`src/rtl/conv_layer_sequencer.sv`:
```
// Convolution layer controller: walks output positions and channel groups, issues SRAM reads
// and MAC control, and produces bank write strobes delayed by the PE pipeline latency.
module conv_layer_sequencer #(
    parameter int DIM_W    = 5,
    parameter int GRP_W    = 4,
    parameter int ADDR_W   = 6,
    parameter int WADDR_W  = 11,
    parameter int BADDR_W  = 7,
    parameter int W_WORDS  = 4,
    parameter int PIPE_LAT = 3
) (
    input  logic               clk,
    input  logic               rst,
    input  logic               start,
    input  logic [DIM_W-1:0]   cfg_out_w,
    input  logic [DIM_W-1:0]   cfg_out_h,
    input  logic [GRP_W-1:0]   cfg_in_grp,
    input  logic [GRP_W-1:0]   cfg_out_grp,
    input  logic               cfg_src_bank,
    input  logic [WADDR_W-1:0] cfg_w_base,
    input  logic [BADDR_W-1:0] cfg_b_base,
    output logic               busy,
    output logic               layer_done,
    output logic               cfg_err,
    output logic               w_rd_en,
    output logic [WADDR_W-1:0] w_raddr,
    output logic               b_rd_en,
    output logic [BADDR_W-1:0] b_raddr,
    output logic               act_rd_en,
    output logic               act_rbank,
    output logic [ADDR_W-1:0]  act_raddr,
    output logic               mac_clear,
    output logic               mac_last,
    output logic               wen,
    output logic               wbank,
    output logic [ADDR_W-1:0]  waddr
);

    localparam int AREA_W = 2 * DIM_W;
    localparam int MUL_W  = AREA_W + GRP_W;
    localparam int WC_W   = GRP_W + $clog2(W_WORDS + 1);
    localparam int DC_W   = $clog2(PIPE_LAT + 1);

    typedef enum logic [2:0] {IDLE, LOAD_W, LOAD_B, RUN, DRAIN, DONE} state_t;

    state_t state, state_n;

    logic [DIM_W-1:0]   out_w_q, out_h_q, x_q, y_q;
    logic [GRP_W-1:0]   in_grp_q, out_grp_q, ig_q, og_q;
    logic [AREA_W-1:0]  area_q, pos_q;
    logic [BADDR_W-1:0] b_base_q;
    logic               src_q, bad_q;
    logic [WADDR_W-1:0] w_ptr;
    logic [WC_W-1:0]    wcnt_q, wtot;
    logic [DC_W-1:0]    dcnt_q;
    logic               ig_last, pos_last, og_last, wload_last, drain_last;

    logic [PIPE_LAT-1:0]             last_p;
    logic [PIPE_LAT-1:0][GRP_W-1:0]  og_p;
    logic [PIPE_LAT-1:0][AREA_W-1:0] pos_p;

    assign wtot       = WC_W'(W_WORDS) * WC_W'(in_grp_q);
    assign wload_last = (wcnt_q == wtot - WC_W'(1));
    assign ig_last    = (ig_q == in_grp_q - GRP_W'(1));
    assign og_last    = (og_q == out_grp_q - GRP_W'(1));
    assign pos_last   = (x_q == out_w_q - DIM_W'(1)) && (y_q == out_h_q - DIM_W'(1));
    assign drain_last = (dcnt_q == DC_W'(PIPE_LAT - 1));

    always_comb begin
        state_n = state;
        case (state)
            IDLE:    if (start) state_n = LOAD_W;
            LOAD_W:  if (bad_q) state_n = DONE;
                     else if (wload_last) state_n = LOAD_B;
            LOAD_B:  state_n = RUN;
            RUN:     if (ig_last && pos_last) state_n = og_last ? DRAIN : LOAD_W;
            DRAIN:   if (drain_last) state_n = DONE;
            DONE:    state_n = IDLE;
            default: state_n = IDLE;
        endcase
    end

    // Configuration snapshot, taken only when a start is accepted
    always_ff @(posedge clk) begin
        if (state == IDLE && start) begin
            out_w_q   <= cfg_out_w;
            out_h_q   <= cfg_out_h;
            in_grp_q  <= cfg_in_grp;
            out_grp_q <= cfg_out_grp;
            b_base_q  <= cfg_b_base;
            area_q    <= AREA_W'(cfg_out_w) * AREA_W'(cfg_out_h);
        end
    end

    always_ff @(posedge clk) begin
        if (rst) begin
            state  <= IDLE;
            src_q  <= 1'b0;
            bad_q  <= 1'b0;
            w_ptr  <= '0;
            wcnt_q <= '0;
            dcnt_q <= '0;
            ig_q   <= '0;
            og_q   <= '0;
            x_q    <= '0;
            y_q    <= '0;
            pos_q  <= '0;
            last_p <= '0;
        end else begin
            state     <= state_n;
            last_p[0] <= mac_last;
            for (int i = 1; i < PIPE_LAT; i++) last_p[i] <= last_p[i-1];
            case (state)
                IDLE: if (start) begin
                    src_q  <= cfg_src_bank;
                    bad_q  <= (cfg_out_w == '0) || (cfg_out_h == '0) ||
                              (cfg_in_grp == '0) || (cfg_out_grp == '0);
                    w_ptr  <= cfg_w_base;
                    wcnt_q <= '0;
                    dcnt_q <= '0;
                    ig_q   <= '0;
                    og_q   <= '0;
                    x_q    <= '0;
                    y_q    <= '0;
                    pos_q  <= '0;
                end
                LOAD_W: begin
                    w_ptr  <= w_ptr + WADDR_W'(1);
                    wcnt_q <= wcnt_q + WC_W'(1);
                end
                LOAD_B: wcnt_q <= '0;
                RUN: begin
                    // ig innermost, then x, then y; the group ends on the last (pos, ig)
                    if (!ig_last) begin
                        ig_q <= ig_q + GRP_W'(1);
                    end else begin
                        ig_q <= '0;
                        if (pos_last) begin
                            x_q   <= '0;
                            y_q   <= '0;
                            pos_q <= '0;
                            if (!og_last) og_q <= og_q + GRP_W'(1);
                        end else begin
                            pos_q <= pos_q + AREA_W'(1);
                            if (x_q == out_w_q - DIM_W'(1)) begin
                                x_q <= '0;
                                y_q <= y_q + DIM_W'(1);
                            end else begin
                                x_q <= x_q + DIM_W'(1);
                            end
                        end
                    end
                end
                DRAIN: dcnt_q <= dcnt_q + DC_W'(1);
                default: ;
            endcase
        end
    end

    // Stage boundary: write address data follows mac_last through the PE latency
    always_ff @(posedge clk) begin
        og_p[0]  <= og_q;
        pos_p[0] <= pos_q;
        for (int i = 1; i < PIPE_LAT; i++) begin
            og_p[i]  <= og_p[i-1];
            pos_p[i] <= pos_p[i-1];
        end
    end

    assign busy       = (state != IDLE);
    assign layer_done = (state == DONE);
    assign cfg_err    = (state == DONE) && bad_q;
    assign w_rd_en    = (state == LOAD_W) && !bad_q;
    assign w_raddr    = w_rd_en ? w_ptr : '0;
    assign b_rd_en    = (state == LOAD_B);
    assign b_raddr    = b_rd_en ? b_base_q + BADDR_W'(og_q) : '0;
    assign act_rd_en  = (state == RUN);
    assign act_raddr  = act_rd_en ?
                        ADDR_W'(MUL_W'(ig_q) * MUL_W'(area_q) + MUL_W'(pos_q)) : '0;
    assign mac_clear  = act_rd_en && (ig_q == '0);
    assign mac_last   = act_rd_en && ig_last;
    assign act_rbank  = busy && src_q;
    assign wbank      = busy && !src_q;
    assign wen        = last_p[PIPE_LAT-1];
    assign waddr      = wen ? ADDR_W'(MUL_W'(og_p[PIPE_LAT-1]) * MUL_W'(area_q) +
                                      MUL_W'(pos_p[PIPE_LAT-1])) : '0;

endmodule

```
`config.mk`:
```
export PLATFORM = sky130hd
export DESIGN_NAME = conv_layer_sequencer
export DESIGN_NICKNAME = d
export VERILOG_FILES = /design/src/rtl/conv_layer_sequencer.sv
export SDC_FILE = /design/constraint.sdc
export NUM_CORES = 1
export LEC_CHECK = 0
export ABC_AREA = 1
export CAP_MARGIN = 20
export CELL_PAD_IN_SITES_DETAIL_PLACEMENT = 1
export CELL_PAD_IN_SITES_GLOBAL_PLACEMENT = 1
export CORE_AREA = 3 3 158 122
export DETAILED_ROUTE_END_ITERATION = 6
export DIE_AREA = 0 0 161 125
export HOLD_SLACK_MARGIN = 0.03
export MAX_ROUTING_LAYER = met4
export PLACE_DENSITY = 0.85
export SLEW_MARGIN = 20
export SYNTH_ARGS = -nofsm -noshare
export SYNTH_HDL_FRONTEND = slang
export SYNTH_SLANG_ARGS = --single-unit
```
`constraint.sdc`:
```
create_clock -name clk -period 4.7 [get_ports clk]
set_clock_uncertainty 0.05 [all_clocks]
set_input_delay 1.41 -clock clk [delete_from_list [all_inputs] [get_ports clk]]
set_output_delay 1.41 -clock clk [all_outputs]
set_load 0.05 [all_outputs]
```
Word level (Yosys, flattened, before mapping)
Cells that the tools add are included.
{"block": "totals", "inputBits": 40, "out_inout_bits": 41, "ff_bits": 121, "wordCells": 133}
{"block": "op_classes", "multipliers": 3, "mux": 37, "addsub": 16, "n_reduce_logical": 34, "eq_ne": 19}
{"operator": "5-bit two-way mux", "n": 7}
{"operator": "10-bit two-way mux", "n": 3}
{"operator": "11-bit two-way mux", "n": 2}
{"operator": "11-bit one-hot mux with 2 select lines", "n": 1}
{"operator": "7-bit one-hot mux with 3 select lines", "n": 1}
{"operator": "4-bit by 10-bit multiplier with 6-bit output", "n": 2}
{"operator": "4-bit two-way mux", "n": 5}
{"operator": "10-bit one-hot mux with 2 select lines", "n": 1}
{"operator": "5-bit one-hot mux with 2 select lines", "n": 2}
{"operator": "3-bit two-way mux", "n": 6}
{"operator": "4-bit one-hot mux with 2 select lines", "n": 2}
{"operator": "3-bit one-hot mux with 5 select lines", "n": 1}
{"operator": "7-bit two-way mux", "n": 2}
{"operator": "6-bit adder", "n": 2}
{"operator": "4-bit zero test", "n": 3}
{"operator": "6-bit two-way mux", "n": 2}
{"operator": "11-bit by 1-bit adder with 11-bit output, second input constant", "n": 1}
{"operator": "10-bit by 1-bit adder with 10-bit output, second input constant", "n": 1}
{"operator": "5-bit by 1-bit adder with 5-bit output, second input constant", "n": 2}
{"operator": "5-bit == test", "n": 2}
{"operator": "5-bit zero test", "n": 2}
{"operator": "5-bit by 5-bit multiplier with 10-bit output", "n": 1}
{"operator": "2-bit AND reduction", "n": 5}
{"operator": "5-bit by 1-bit subtractor with 5-bit output, second input constant", "n": 2}
{"operator": "other kinds (27)", "n": 51}

Depth between registers and ports, before layout
{"block": "logic_depth", "ltp_word": 6, "depth_mapped": 16, "depth_no_buf": 16}

Least setup slack after synthesis
No wires, ideal clock.
{"block": "synth_timing", "kind": "register to output", "startpoint": "reg area_q[0]", "endpoint": "out waddr[5]", "required_time_ps": 3240, "n_path_buf": 1, "path_slack_ps": -518, "arrival_time_ps": 3758, "stages_incl_launch_ff": 15, "cell_sequence": "edfxtp_1 > clkbuf_1 > nand2_1 > fa_1 > fa_1 > fa_1 > inv_1 > ha_1 > nand2_1 > nand2_1 > a21oi_1 > xnor2_1 > inv_1 > o21ai_0 > a21oi_1"}
{"block": "synth_between", "elab_chain_len": 3}
{"element": "start: declaration", "line": "50", "text": "logic [AREA_W-1:0] area_q, pos_q;"}
{"element": "start signal: assignment", "line": "91", "text": "area_q <= AREA_W'(cfg_out_w) * AREA_W'(cfg_out_h);"}
{"element": "4-bit by 10-bit multiplier with 6-bit output", "line": "185", "text": "assign waddr = wen ? ADDR_W'(MUL_W'(og_p[PIPE_LAT-1]) * MUL_W'(area_q) +"}
{"element": "6-bit adder", "line": "185"}
{"element": "6-bit two-way mux", "line": "185"}
{"element": "end: declaration", "line": "36", "text": "output logic [ADDR_W-1:0] waddr"}
Every way passes these cells.

Worst setup path after layout
{"block": "layout_timing", "startpoint": "reg area_q[2]", "endpoint": "out act_raddr[5]"}
{"block": "layout_between", "elab_chain_len": 3}
{"element": "4-bit by 10-bit multiplier with 6-bit output", "line": "179", "text": "ADDR_W'(MUL_W'(ig_q) * MUL_W'(area_q) + MUL_W'(pos_q)) : '0;"}
{"element": "6-bit adder", "line": "179"}
{"element": "6-bit two-way mux", "line": "178", "text": "assign act_raddr = act_rd_en ?"}
{"element": "end: declaration", "line": "31", "text": "output logic [ADDR_W-1:0] act_raddr,"}
Every way passes these cells.

==> qor.csv <==
stage,metric,value,unit
status,status,"complete, but fails checks",
status,violations,negative setup slack,
cts,cts.sinks,113,
die,fp.dieW,161,microns
flow_run,cap_viol_max_count,0,
yosys,synth-main-ff-cell,dfxtp_1,
pwr,vdd.ir_drop.worst,0.234,mV
critical_path,cp-start-kind,register,
routing,drtIter0Drc,318,
final_layout,antennaDiodeCount,0,
global_route,grt_max_degree,39,
pwr,cellPowerDensity,473,nW/um^2
yosys,synth_nets,962,
timing,max_slew_margin,32.4,%
timing,hold_viol_final,0,
yosys,yosysWarnings,0,
final_layout,drive_gt1_share,14.2,%
cts,cts_made_buffers,17,
yosys,synthCells,857,
cts,cts-root-buf,clkbuf_16,
cts,htreeDepth,4,
placement,io_buffers,80,
cts,postCtsHoldBufs,0,
critical_path,crit_path_max_fanout,6,
cts,cts_tree,done,
global_route,grt_remaining_overflow,0,
timing,worst_slack,-419,ps
die,die-area,20100,sq um
die,num_io_pins,81,
routing,via_per_inst,4.98,
placement,gp_congestion,0.833,
min_path,hold_class,register to register,
yosys,syn_avg_cell_area,7.85,sq um
critical_path,worst-setup-path-type,register to output port,
final_layout,nets,1084,
pwr,total_power,4250,uW
die,core,17700,sq um
routing,first_pass_iters,4,
final_layout,final_cell_mix,"nand2_1, inv_1, dfxtp_1",
yosys,synth-edff-count,31,
timing,max_freq,195,MHz
routing,ant_nets,0,
timing,worstMarginPinSlew,1000,ps
timing,finalCritPeriodShare,109,%
yosys,yosysSeqAreaShare,38.2,%
final_layout,area_growth,33.5,%
die,start_util,38.1,%
yosys,syn_area,6730,sq um
final_layout,utilization,50.9,%
placement,dpl_worst_slack,-172,ps
yosys,yosys_register_bits,113,
global_route,grt_pass1_vias,6745,
critical_path,crit_required,3240,ps
routing,routed_wl,20800,microns
timing,hold_slack,270,ps
pwr,power_leakage,0.00399,uW
cts,clk_latency,420,ps
critical_path,ff2ff_setup_slack,2120,ps
placement,hpwlAfterDp,14600,microns
placement,placed_cell_area,8160,sq um
timing,setup_viol,6,
timing,rsz0062_at_grt,true,
die,die_height,125,microns
yosys,ys_types,50,
routing,wl_per_cell,16.8,microns
critical_path,critPathCaptureType,output port,
yosys,async_flop_share,0,%
final_layout,postLayoutCellArea,8980,sq um
final_layout,layout_commonest_cell,nand2_1,
timing,finalCriticalPeriod,5120,ps
global_route,track_usage,21.3,%
cts,cts_buffer_depth,2,
global_route,grt_pass1_wl,33600,microns
die,rows,42,
routing,drc,0,
critical_path,worstPathArrival,3660,ps
cts,path_clk_slew,60,ps
global_route,antenna_found_initial,0,
timing,final_max_slew_viol_count,0,
routing,routed-via-count,6143,
[flip-flops by register name, summed over array words and instances, names as in the netlist]
signal / flops
state: 3
og_p: 12
pos_q: 6
pos_p: 18
og_q: 4
wcnt_q: 7
out_h_q: 5
area_q: 6
b_base_q: 7
x_q: 5
bad_q: 1
out_grp_q: 4
y_q: 5
w_ptr: 11
dcnt_q: 2
last_p: 3
src_q: 1
ig_q: 4
out_w_q: 5
in_grp_q: 4
[synthesized netlist by cell type, types with 2 or more instances]
cell type,instances,share of area [%]
o211a_1,2,0.30
buf_4,3,0.33
o21ai_0,31,2.3
nor3_1,17,1.3
a221oi_1,2,0.26
and2_1,2,0.19
dfxtp_1,82,24
nor2_4,2,0.33
ha_1,43,8.0
inv_1,127,7.1
o311ai_0,2,0.26
nand4_1,11,1.0
buf_6,2,0.33
fa_1,22,6.5
a21oi_1,42,3.1
nor3b_1,3,0.33
nand2_1,210,12
a31oi_1,5,0.46
nand3_1,46,3.4
edfxtp_1,31,14
nor2_1,77,4.3
a211oi_1,2,0.22
xor2_1,23,3.0
buf_2,4,0.30
clkbuf_1,9,0.50
inv_2,10,0.56
nor2_2,3,0.28
xnor2_1,18,2.3
nand2_2,5,0.46
[per-layer routing]
| layer | routed length [microns] | vias to the layer above | track usage (%) | part of all wire [%] |
|---|---|---|---|---|
| li1 | - | 2982 | - | - |
| met1 | 9010 | 3017 | 25.2 | 43 |
| met2 | 10700 | 112 | 36.6 | 51 |
| met3 | 700 | 32 | 4.07 | 3.4 |
| met4 | 411 | 0 | 6.98 | 2.0 |
| met5 | 0 | - | - | 0 |
[report_power, final]
group / total, uW / internal [uW] / switching [uW]
clock: 1440 / 961 / 477
sequential: 1340 / 1190 / 151
combinational: 1470 / 484 / 988
[per-stage QoR]
step                cells  setup TNS, ps
detailed placement   1197           -506
CTS                  1231          -1770
global route         1234          -2730
global placement     1197          -60.3
floorplan             857              0
finish               1234          -1600
[area by class of cell]
cell class                      instances  area (sq um)
Inverter                              139           524
Clock buffer                           20           457
Sequential cell                       113          2570
Fill cell                            2148          8670
Multi-Input combinational cell        587          3740
Timing Repair Buffer                  121          1200
Clock inverter                         12           186
Tap cell                              242           303
[cells by family (layout without fill, tap and decap cells)]
family                   count (synthesis)  count (layout)  share of synthesized area [%]
flip-flops                             113             113                           38.2
XOR/XNOR                                41              41                           5.34
buffers and inverters                  157             292                           9.26
AO/OA/AOI/OAI                           95              95                           8.09
adder cells (fa/ha/maj)                 65              65                           14.5
AND/OR/NAND/NOR                        386             386                           24.6
[final timing paths]
path                             startpoint           end  cells after the start
worst min register to register    pos_p[13]     pos_p[23]                      0
worst max register to register  in_grp_q[0]        y_q[3]                     13
worst max-delay path              area_q[2]  act_raddr[5]                     14
worst min-delay path              pos_p[13]     pos_p[23]                      0
[critical path, cell delays in order, from the launching register on]
cell and delay, ps:
edfxtp_1 490, nand2_1 130, fa_1 440, fa_1 500
fa_1 540, inv_2 50, ha_4 230, nand2_4 60
nand2_2 60, a21oi_2 150, xnor2_1 90, inv_1 130
o21ai_2 80, a21oi_4 150, buf_12 150
[timing repair]
item,in CTS,in global routing
buffers inserted,2,3
endpoints found under the hold margin,0,0
pin swaps,32,11
resized for setup,25,12
endpoints found under the setup margin,7,8
No activity file was read; power rests on OpenSTA's default activity.
